$ cat src/rtl/slink_axi_pkg.sv
// Shared S-Link AXI packet definitions: default data IDs, word-count helpers and
// header layout, reused by the initiator/target packers and the response arbiter.
package slink_axi_pkg;

  localparam logic [7:0] B_PKT_DT_DEF = 8'h22;
  localparam logic [7:0] R_PKT_DT_DEF = 8'h24;

  // Header occupies bits [34:0]; payload data starts right above it.
  localparam int unsigned PKT_DT_LSB   = 0;
  localparam int unsigned PKT_WC_LSB   = 8;
  localparam int unsigned PKT_ID_LSB   = 24;
  localparam int unsigned PKT_RESP_LSB = 32;
  localparam int unsigned PKT_LAST_BIT = 34;
  localparam int unsigned PKT_DATA_LSB = 35;

  typedef enum logic {
    CH_B = 1'b0,
    CH_R = 1'b1
  } rsp_ch_e;

  // Field order matches the bit offsets above (MSB first).
  typedef struct packed {
    logic        last;
    logic [1:0]  resp;
    logic [7:0]  id;
    logic [15:0] wc;
    logic [7:0]  dt;
  } pkt_hdr_t;

  function automatic logic [15:0] wc_b();
    return 16'd3;
  endfunction

  function automatic logic [15:0] wc_r(input int unsigned data_width);
    return 16'(2 + data_width / 8);
  endfunction

endpackage

$ cat src/rtl/slink_axi_rsp_arb_if.sv
// AXI B/R response channels plus the a2l packet stream seen by the response arbiter.
interface slink_axi_rsp_arb_if
  import slink_axi_pkg::*;
#(
  parameter int unsigned AXI_DATA_WIDTH = 64
) ();

  localparam int unsigned A2L_DATA_WIDTH = AXI_DATA_WIDTH + PKT_DATA_LSB;

  logic [7:0]                ini_bid;
  logic [1:0]                ini_bresp;
  logic                      ini_bvalid;
  logic                      ini_bready;

  logic [7:0]                ini_rid;
  logic [AXI_DATA_WIDTH-1:0] ini_rdata;
  logic [1:0]                ini_rresp;
  logic                      ini_rlast;
  logic                      ini_rvalid;
  logic                      ini_rready;

  logic                      a2l_valid;
  logic                      a2l_ready;
  logic [A2L_DATA_WIDTH-1:0] a2l_data;

  // Response source and packet sink side.
  modport master (
    output ini_bid, ini_bresp, ini_bvalid,
    input  ini_bready,
    output ini_rid, ini_rdata, ini_rresp, ini_rlast, ini_rvalid,
    input  ini_rready,
    input  a2l_valid, a2l_data,
    output a2l_ready
  );

  // Arbiter side.
  modport slave (
    input  ini_bid, ini_bresp, ini_bvalid,
    output ini_bready,
    input  ini_rid, ini_rdata, ini_rresp, ini_rlast, ini_rvalid,
    output ini_rready,
    output a2l_valid, a2l_data,
    input  a2l_ready
  );

endinterface

$ cat src/rtl/slink_axi_rsp_arb.sv
// Round-robin scheduler of AXI B and R beats onto the single a2l packet stream,
// with read-burst locking and a starvation guard for pending B responses.
module slink_axi_rsp_arb
  import slink_axi_pkg::*;
#(
  parameter int unsigned AXI_DATA_WIDTH = 64,
  parameter logic [7:0]  B_PKT_DT       = B_PKT_DT_DEF,
  parameter logic [7:0]  R_PKT_DT       = R_PKT_DT_DEF,
  parameter bit          R_BURST_LOCK   = 1'b1,
  parameter int unsigned B_STARVE_LIMIT = 16
) (
  input  logic                axi_clk,
  input  logic                axi_reset_n,
  input  logic                enable,
  slink_axi_rsp_arb_if.slave  bus,
  output logic                r_burst_active
);

  localparam int unsigned A2L_DATA_WIDTH = AXI_DATA_WIDTH + PKT_DATA_LSB;
  localparam logic [7:0]  STARVE_LIMIT   = 8'(B_STARVE_LIMIT);

  logic                      r_a2l_valid;
  logic [A2L_DATA_WIDTH-1:0] r_a2l_data;
  rsp_ch_e                   r_rr_last;
  logic                      r_lock;
  logic [7:0]                r_starve_cnt;

  logic                      w_space;
  logic                      w_accept_ok;
  logic                      w_force_b;
  logic                      w_grant_b;
  logic                      w_grant_r;
  pkt_hdr_t                  w_hdr;
  logic [AXI_DATA_WIDTH-1:0] w_data;

  // Reset gating keeps both readies low while axi_reset_n is asserted.
  assign w_space     = !r_a2l_valid || bus.a2l_ready;
  assign w_accept_ok = axi_reset_n && enable && w_space;
  assign w_force_b   = (r_starve_cnt >= STARVE_LIMIT) && bus.ini_bvalid;

  always_comb begin
    w_grant_b = 1'b0;
    w_grant_r = 1'b0;
    if (w_accept_ok) begin
      if (w_force_b) begin
        w_grant_b = 1'b1;
      end else if (r_lock) begin
        w_grant_r = bus.ini_rvalid;
      end else if (bus.ini_bvalid && bus.ini_rvalid) begin
        if (r_rr_last == CH_R) w_grant_b = 1'b1;
        else                   w_grant_r = 1'b1;
      end else begin
        w_grant_b = bus.ini_bvalid;
        w_grant_r = bus.ini_rvalid;
      end
    end
  end

  assign bus.ini_bready = w_grant_b;
  assign bus.ini_rready = w_grant_r;

  // Packet build for whichever channel is granted this cycle.
  always_comb begin
    w_hdr  = '0;
    w_data = '0;
    if (w_grant_b) begin
      w_hdr.dt   = B_PKT_DT;
      w_hdr.wc   = wc_b();
      w_hdr.id   = bus.ini_bid;
      w_hdr.resp = bus.ini_bresp;
    end else begin
      w_hdr.dt   = R_PKT_DT;
      w_hdr.wc   = wc_r(AXI_DATA_WIDTH);
      w_hdr.id   = bus.ini_rid;
      w_hdr.resp = bus.ini_rresp;
      w_hdr.last = bus.ini_rlast;
      w_data     = bus.ini_rdata;
    end
  end

  // Single output register; reloads on pop+accept in the same cycle.
  always_ff @(posedge axi_clk or negedge axi_reset_n) begin
    if (!axi_reset_n) begin
      r_a2l_valid <= 1'b0;
      r_a2l_data  <= '0;
    end else if (w_grant_b || w_grant_r) begin
      r_a2l_valid <= 1'b1;
      r_a2l_data  <= {w_data, w_hdr};
    end else if (bus.a2l_ready) begin
      r_a2l_valid <= 1'b0;
    end
  end

  // Round-robin pointer and read-burst lock.
  always_ff @(posedge axi_clk or negedge axi_reset_n) begin
    if (!axi_reset_n) begin
      r_rr_last <= CH_R;
      r_lock    <= 1'b0;
    end else if (w_grant_r) begin
      r_rr_last <= CH_R;
      if (bus.ini_rlast)     r_lock <= 1'b0;
      else if (R_BURST_LOCK) r_lock <= 1'b1;
    end else if (w_grant_b) begin
      r_rr_last <= CH_B;
    end
  end

  // Counts R beats taken while a B response is waiting; saturates at 255.
  always_ff @(posedge axi_clk or negedge axi_reset_n) begin
    if (!axi_reset_n) begin
      r_starve_cnt <= '0;
    end else if (w_grant_b || !bus.ini_bvalid) begin
      r_starve_cnt <= '0;
    end else if (w_grant_r && (r_starve_cnt != 8'hFF)) begin
      r_starve_cnt <= r_starve_cnt + 8'd1;
    end
  end

  assign bus.a2l_valid  = r_a2l_valid;
  assign bus.a2l_data   = r_a2l_data;
  assign r_burst_active = r_lock;

endmodule

$ cat src/flat_wrapper.sv
// flat-port wrapper written by rule: the top's interface ports become plain ports
module slink_axi_rsp_arb_flat import slink_axi_pkg::*;
#(
  parameter int unsigned AXI_DATA_WIDTH = 64,
  parameter logic [7:0]  B_PKT_DT       = B_PKT_DT_DEF,
  parameter logic [7:0]  R_PKT_DT       = R_PKT_DT_DEF,
  parameter bit          R_BURST_LOCK   = 1'b1,
  parameter int unsigned B_STARVE_LIMIT = 16
)
  (axi_clk, axi_reset_n, enable, r_burst_active, bus_ini_bid, bus_ini_bresp, bus_ini_bvalid, bus_ini_bready, bus_ini_rid, bus_ini_rdata, bus_ini_rresp, bus_ini_rlast, bus_ini_rvalid, bus_ini_rready, bus_a2l_valid, bus_a2l_data, bus_a2l_ready);
  slink_axi_rsp_arb_if #(.AXI_DATA_WIDTH(AXI_DATA_WIDTH)) bus_i ();
  input  logic axi_clk;
  input  logic axi_reset_n;
  input  logic enable;
  output logic r_burst_active;
  input wire logic [$bits(bus_i.ini_bid)-1:0] bus_ini_bid;
  input wire logic [$bits(bus_i.ini_bresp)-1:0] bus_ini_bresp;
  input wire logic [$bits(bus_i.ini_bvalid)-1:0] bus_ini_bvalid;
  output wire logic [$bits(bus_i.ini_bready)-1:0] bus_ini_bready;
  input wire logic [$bits(bus_i.ini_rid)-1:0] bus_ini_rid;
  input wire logic [$bits(bus_i.ini_rdata)-1:0] bus_ini_rdata;
  input wire logic [$bits(bus_i.ini_rresp)-1:0] bus_ini_rresp;
  input wire logic [$bits(bus_i.ini_rlast)-1:0] bus_ini_rlast;
  input wire logic [$bits(bus_i.ini_rvalid)-1:0] bus_ini_rvalid;
  output wire logic [$bits(bus_i.ini_rready)-1:0] bus_ini_rready;
  output wire logic [$bits(bus_i.a2l_valid)-1:0] bus_a2l_valid;
  output wire logic [$bits(bus_i.a2l_data)-1:0] bus_a2l_data;
  input wire logic [$bits(bus_i.a2l_ready)-1:0] bus_a2l_ready;
  assign bus_i.ini_bid = bus_ini_bid;
  assign bus_i.ini_bresp = bus_ini_bresp;
  assign bus_i.ini_bvalid = bus_ini_bvalid;
  assign bus_ini_bready = bus_i.ini_bready;
  assign bus_i.ini_rid = bus_ini_rid;
  assign bus_i.ini_rdata = bus_ini_rdata;
  assign bus_i.ini_rresp = bus_ini_rresp;
  assign bus_i.ini_rlast = bus_ini_rlast;
  assign bus_i.ini_rvalid = bus_ini_rvalid;
  assign bus_ini_rready = bus_i.ini_rready;
  assign bus_a2l_valid = bus_i.a2l_valid;
  assign bus_a2l_data = bus_i.a2l_data;
  assign bus_i.a2l_ready = bus_a2l_ready;
  slink_axi_rsp_arb #(.AXI_DATA_WIDTH(AXI_DATA_WIDTH), .B_PKT_DT(B_PKT_DT), .R_PKT_DT(R_PKT_DT), .R_BURST_LOCK(R_BURST_LOCK), .B_STARVE_LIMIT(B_STARVE_LIMIT)) u_core (.axi_clk(axi_clk), .axi_reset_n(axi_reset_n), .enable(enable), .bus(bus_i), .r_burst_active(r_burst_active));
endmodule
$ cat config.mk
export PLATFORM = sky130hd
export DESIGN_NAME = slink_axi_rsp_arb_flat
export DESIGN_NICKNAME = d
export VERILOG_FILES = /design/src/rtl/slink_axi_pkg.sv /design/src/rtl/slink_axi_rsp_arb_if.sv /design/src/rtl/slink_axi_rsp_arb.sv /design/src/flat_wrapper.sv
export SDC_FILE = /design/constraint.sdc
export NUM_CORES = 1
export LEC_CHECK = 0
export CAP_MARGIN = 20
export CORE_MARGIN = 10
export CORE_UTILIZATION = 40
export CTS_CLUSTER_DIAMETER = 30
export DETAILED_ROUTE_END_ITERATION = 8
export PLACE_DENSITY = 0.81
export SLEW_MARGIN = 20
export SYNTH_ARGS = -nofsm -noshare
export SYNTH_HDL_FRONTEND = slang
export SYNTH_SLANG_ARGS = --single-unit
$ cat constraint.sdc
create_clock -name axi_clk -period 2.3 [get_ports axi_clk]
set_input_delay 0.46 -clock axi_clk [delete_from_list [all_inputs] [get_ports axi_clk]]
set_output_delay 0.46 -clock axi_clk [all_outputs]
set_load 0.03 [all_outputs]
==> flow_summary.ini <==
[run_status]
run_status = complete, no violations

[cts]
clock_sinks = 89
cts.path.max_buffers = 2
cts_made_buffers = 9
clk_latency_ns = 0.35
root_buffer = clkbuf_8
cts_max_level = 3
path_clk_slew_ns = 0.10
cts_tree = yes

[cells_and_area]
antenna_cells = 0
fill_cells = 722
nNetsFinal = 553
drive_above_1_share_pct = 10.1
finalNonFillerCells = 576
areaGrowthSynthToFinish_pct = 54.1

[power]
p_int_w = 0.00327
p_clk_share_pct = 19.8
power_leakage_nw = 2.55
power_frac_comb_pct = 40.2
sw_frac_of_total_pct = 36.7
powerDensity_nw_per_um2 = 906
peakVddDrop_v = 0.000437
seqPwrFrac_pct = 40.0
p_sw_w = 0.00190

[critical_path]
cp_num_cells = 5
cp-startpoint = u_core.r_starve_cnt[6]
reg2reg_from = u_core.r_starve_cnt[7]
critPathKind = reg2out
slowest_stage = dfrtp_2
crit_buf_inv = 2
slowest_delay_ns = 0.46
start_kind = flop
cpLargestDelayFamily = flip-flops
crit_end = bus_ini_rready
critPathArrivalTime_ns = 1.75
ff2ff_path_depth = 5
end_kind = primary output
cp_max_fo = 4
r2r_slack_ns = 0.27
r2r-end = u_core.bus.a2l_data[73]
crit_chain = o41ai_4, and3_4, nand2_4, clkinv_2, buf_4
crit_required_ns = 1.84

[grt]
antenna_found_initial = 0
grt_pass1_vias = 3325
overflow = 0
grt_pass1_wl_um = 18000
grt_start_max_net_pins = 52
grt.total_usage_pct = 16.9

[logic_synthesis]
synth_top_family_by_area = compound AO/OA/AOI/OAI gates
avgSynthCellArea_um2 = 13.4
synth_simple_gate_area_share_pct = 6.32
synth-xor-area-share_pct = 0
ys_top_cells_by_count = 88 x dfrtp_1, 64 x a22o_1, 26 x buf_4
synthCells = 277
ys_warn_count = 0
synthTopCellsByArea = dfrtp_1 59%, a22o_1 15%, buf_4 5.3%
synth-edff-count = 0
syn_area_um2 = 3700
netlist.area_leader.share_pct = 59.5
synth.distinct_cells = 40
synth-seq-area-share_pct = 60.2
synthMuxAreaShare_pct = 0
yosysMostFrequentCell = dfrtp_1
synth_area_leader_cell = dfrtp_1
synthArstFlopShare_pct = 100
yosys_most_used_dff = dfrtp_1
synth_compound_area_share_pct = 23.1
ys_ff_latch = 89
synthAdderAreaFrac_pct = 0.676

[run]
maxCapViolCount = 0

[timing]
slew_viol_final = 0
finClkSkew_ns = 0.0159
fin_crit_sh_pct = 96.0
worst_slew_pin_slew_ns = 0.665
hold_viol = 0
period_minus_slack_ns = 2.21
setup_viol = 0
relSlewSlack_pct = 55.7
rsz0062_at_grt = false
fmax_ghz = 0.453
setup_ws_ns = 0.0925

[routing]
drtIter0Drc = 132
ant_nets = 0
first_pass_iters = 4
num_vias = 2949
drc = 0
wl_per_cell_um = 20.0
via_per_inst = 5.12
drt-total-wl_um = 11500

[floorplan]
rows = 35
die_x_um = 116
pin_count = 194
core_um2 = 9110
fp.dieH_um = 116
die-area_um2 = 13500
initial_core_util_pct = 40.6

[place]
dpl.hpwl_um = 8800
gp_congestion = 0.855
dpl.cell_count = 560
port_buffers = 175
dpl_worst_slack_ns = -0.0967

[min_path]
hold_path.class = in2async
[timing repair]
item	CTS	global route
buffers inserted	0	0
endpoints found under the setup margin	0	2
resized for setup	0	5
endpoints found under the hold margin	0	0
hold buffers	0	0
[state kept, by name, summed over array words and instances, names as in the netlist]
register               count
u_core.r_starve_cnt        8
u_core.bus.a2l_valid       1
u_core.bus.a2l_data       78
u_core.r_burst_active      1
u_core.r_rr_last           1
[cell type report]
type                       count  area, um2  share of cell area, %
inverter                       6       23.8                  0.417
clock inverter                 6       50.0                  0.877
clock buffer                  10        138                   2.41
timing repair buffer         194       1930                   33.8
multi-input combinational    160       1200                   21.0
tap                          111        139                   2.43
sequential                    89       2230                   39.1
[per-stage QoR]
| step | setup TNS (ns) | power, W | utilization, % | area [um2] | hold slack (ns) |
|---|---|---|---|---|---|
| 5_1_grt | 0 | 0.00544 | 62.6 | 5700 | 0.200 |
| 6_report | 0 | 0.00517 | 62.6 | 5700 | 0.179 |
| 3_3_place_gp | -0.418 | 0.00414 | 60.5 | 5510 | 0.482 |
| 4_1_cts | 0 | 0.00524 | 62.5 | 5690 | 0.177 |
| 2_1_floorplan | 0 | 0.00321 | - | 3770 | 0.164 |
| 3_5_place_dp | -2.68 | 0.00419 | 60.5 | 5510 | 0.481 |
[layer usage]
metal  part of all wire [%]  track usage (%)  vias up
met4                    1.6             5.00        0
met2                     50             29.0      119
met1                     38             18.3     1456
li1                       -                -     1364
met5                      0                0        -
met3                    9.9             7.91       10
[worst min-delay path by stage]
| stage | from | to | slack [ns] | cells past startpoint |
|---|---|---|---|---|
| after global routing | axi_reset_n | u_core.bus.a2l_data[62] | 0.20 | 2 |
| after CTS | axi_reset_n | u_core.bus.a2l_data[30] | 0.18 | 2 |
| final | axi_reset_n | u_core.bus.a2l_data[57] | 0.18 | 2 |
| after detailed placement | u_core.bus.a2l_data[60] | u_core.bus.a2l_data[60] | 0.48 | 1 |
| after global placement | u_core.bus.a2l_data[97] | u_core.bus.a2l_data[97] | 0.48 | 1 |
| after floorplan | axi_reset_n | u_core.bus.a2l_data[11] | 0.16 | 0 |
[layout by cell type, fill, tap and decap left out, drive strengths merged, types with 2 or more instances in the layout]
cell type,n
and2,12
a221o,10
o31ai,2
or4,2
nand3,6
clkdlybuf4s50,171
buf,22
a41oi,2
nor2,7
a22o,64
dfrtp,88
o21a,2
nand2b,3
a21oi,7
clkbuf,10
o21ai,5
ha,2
conb,18
nor2b,2
inv,8
nand2,5
clkinv,3
[logic make-up after synthesis]
logic type / Yosys count
AOI/OAI and AO/OA: 99
adders and majority gates: 2
buffers and inverters: 45
DFF: 89
other: 1
and+or+nand+nor: 41
[power by group through the flow]
stage          sequential [W]  clock (W)  combinational (W)
4_1_cts               0.00207    0.00107            0.00210
2_1_floorplan         0.00269          0           0.000515
5_1_grt               0.00211    0.00114            0.00219
3_5_place_dp          0.00209          0            0.00210
3_3_place_gp          0.00209          0            0.00206
6_report              0.00207    0.00102            0.00208
(Power assumes the default switching activity.)
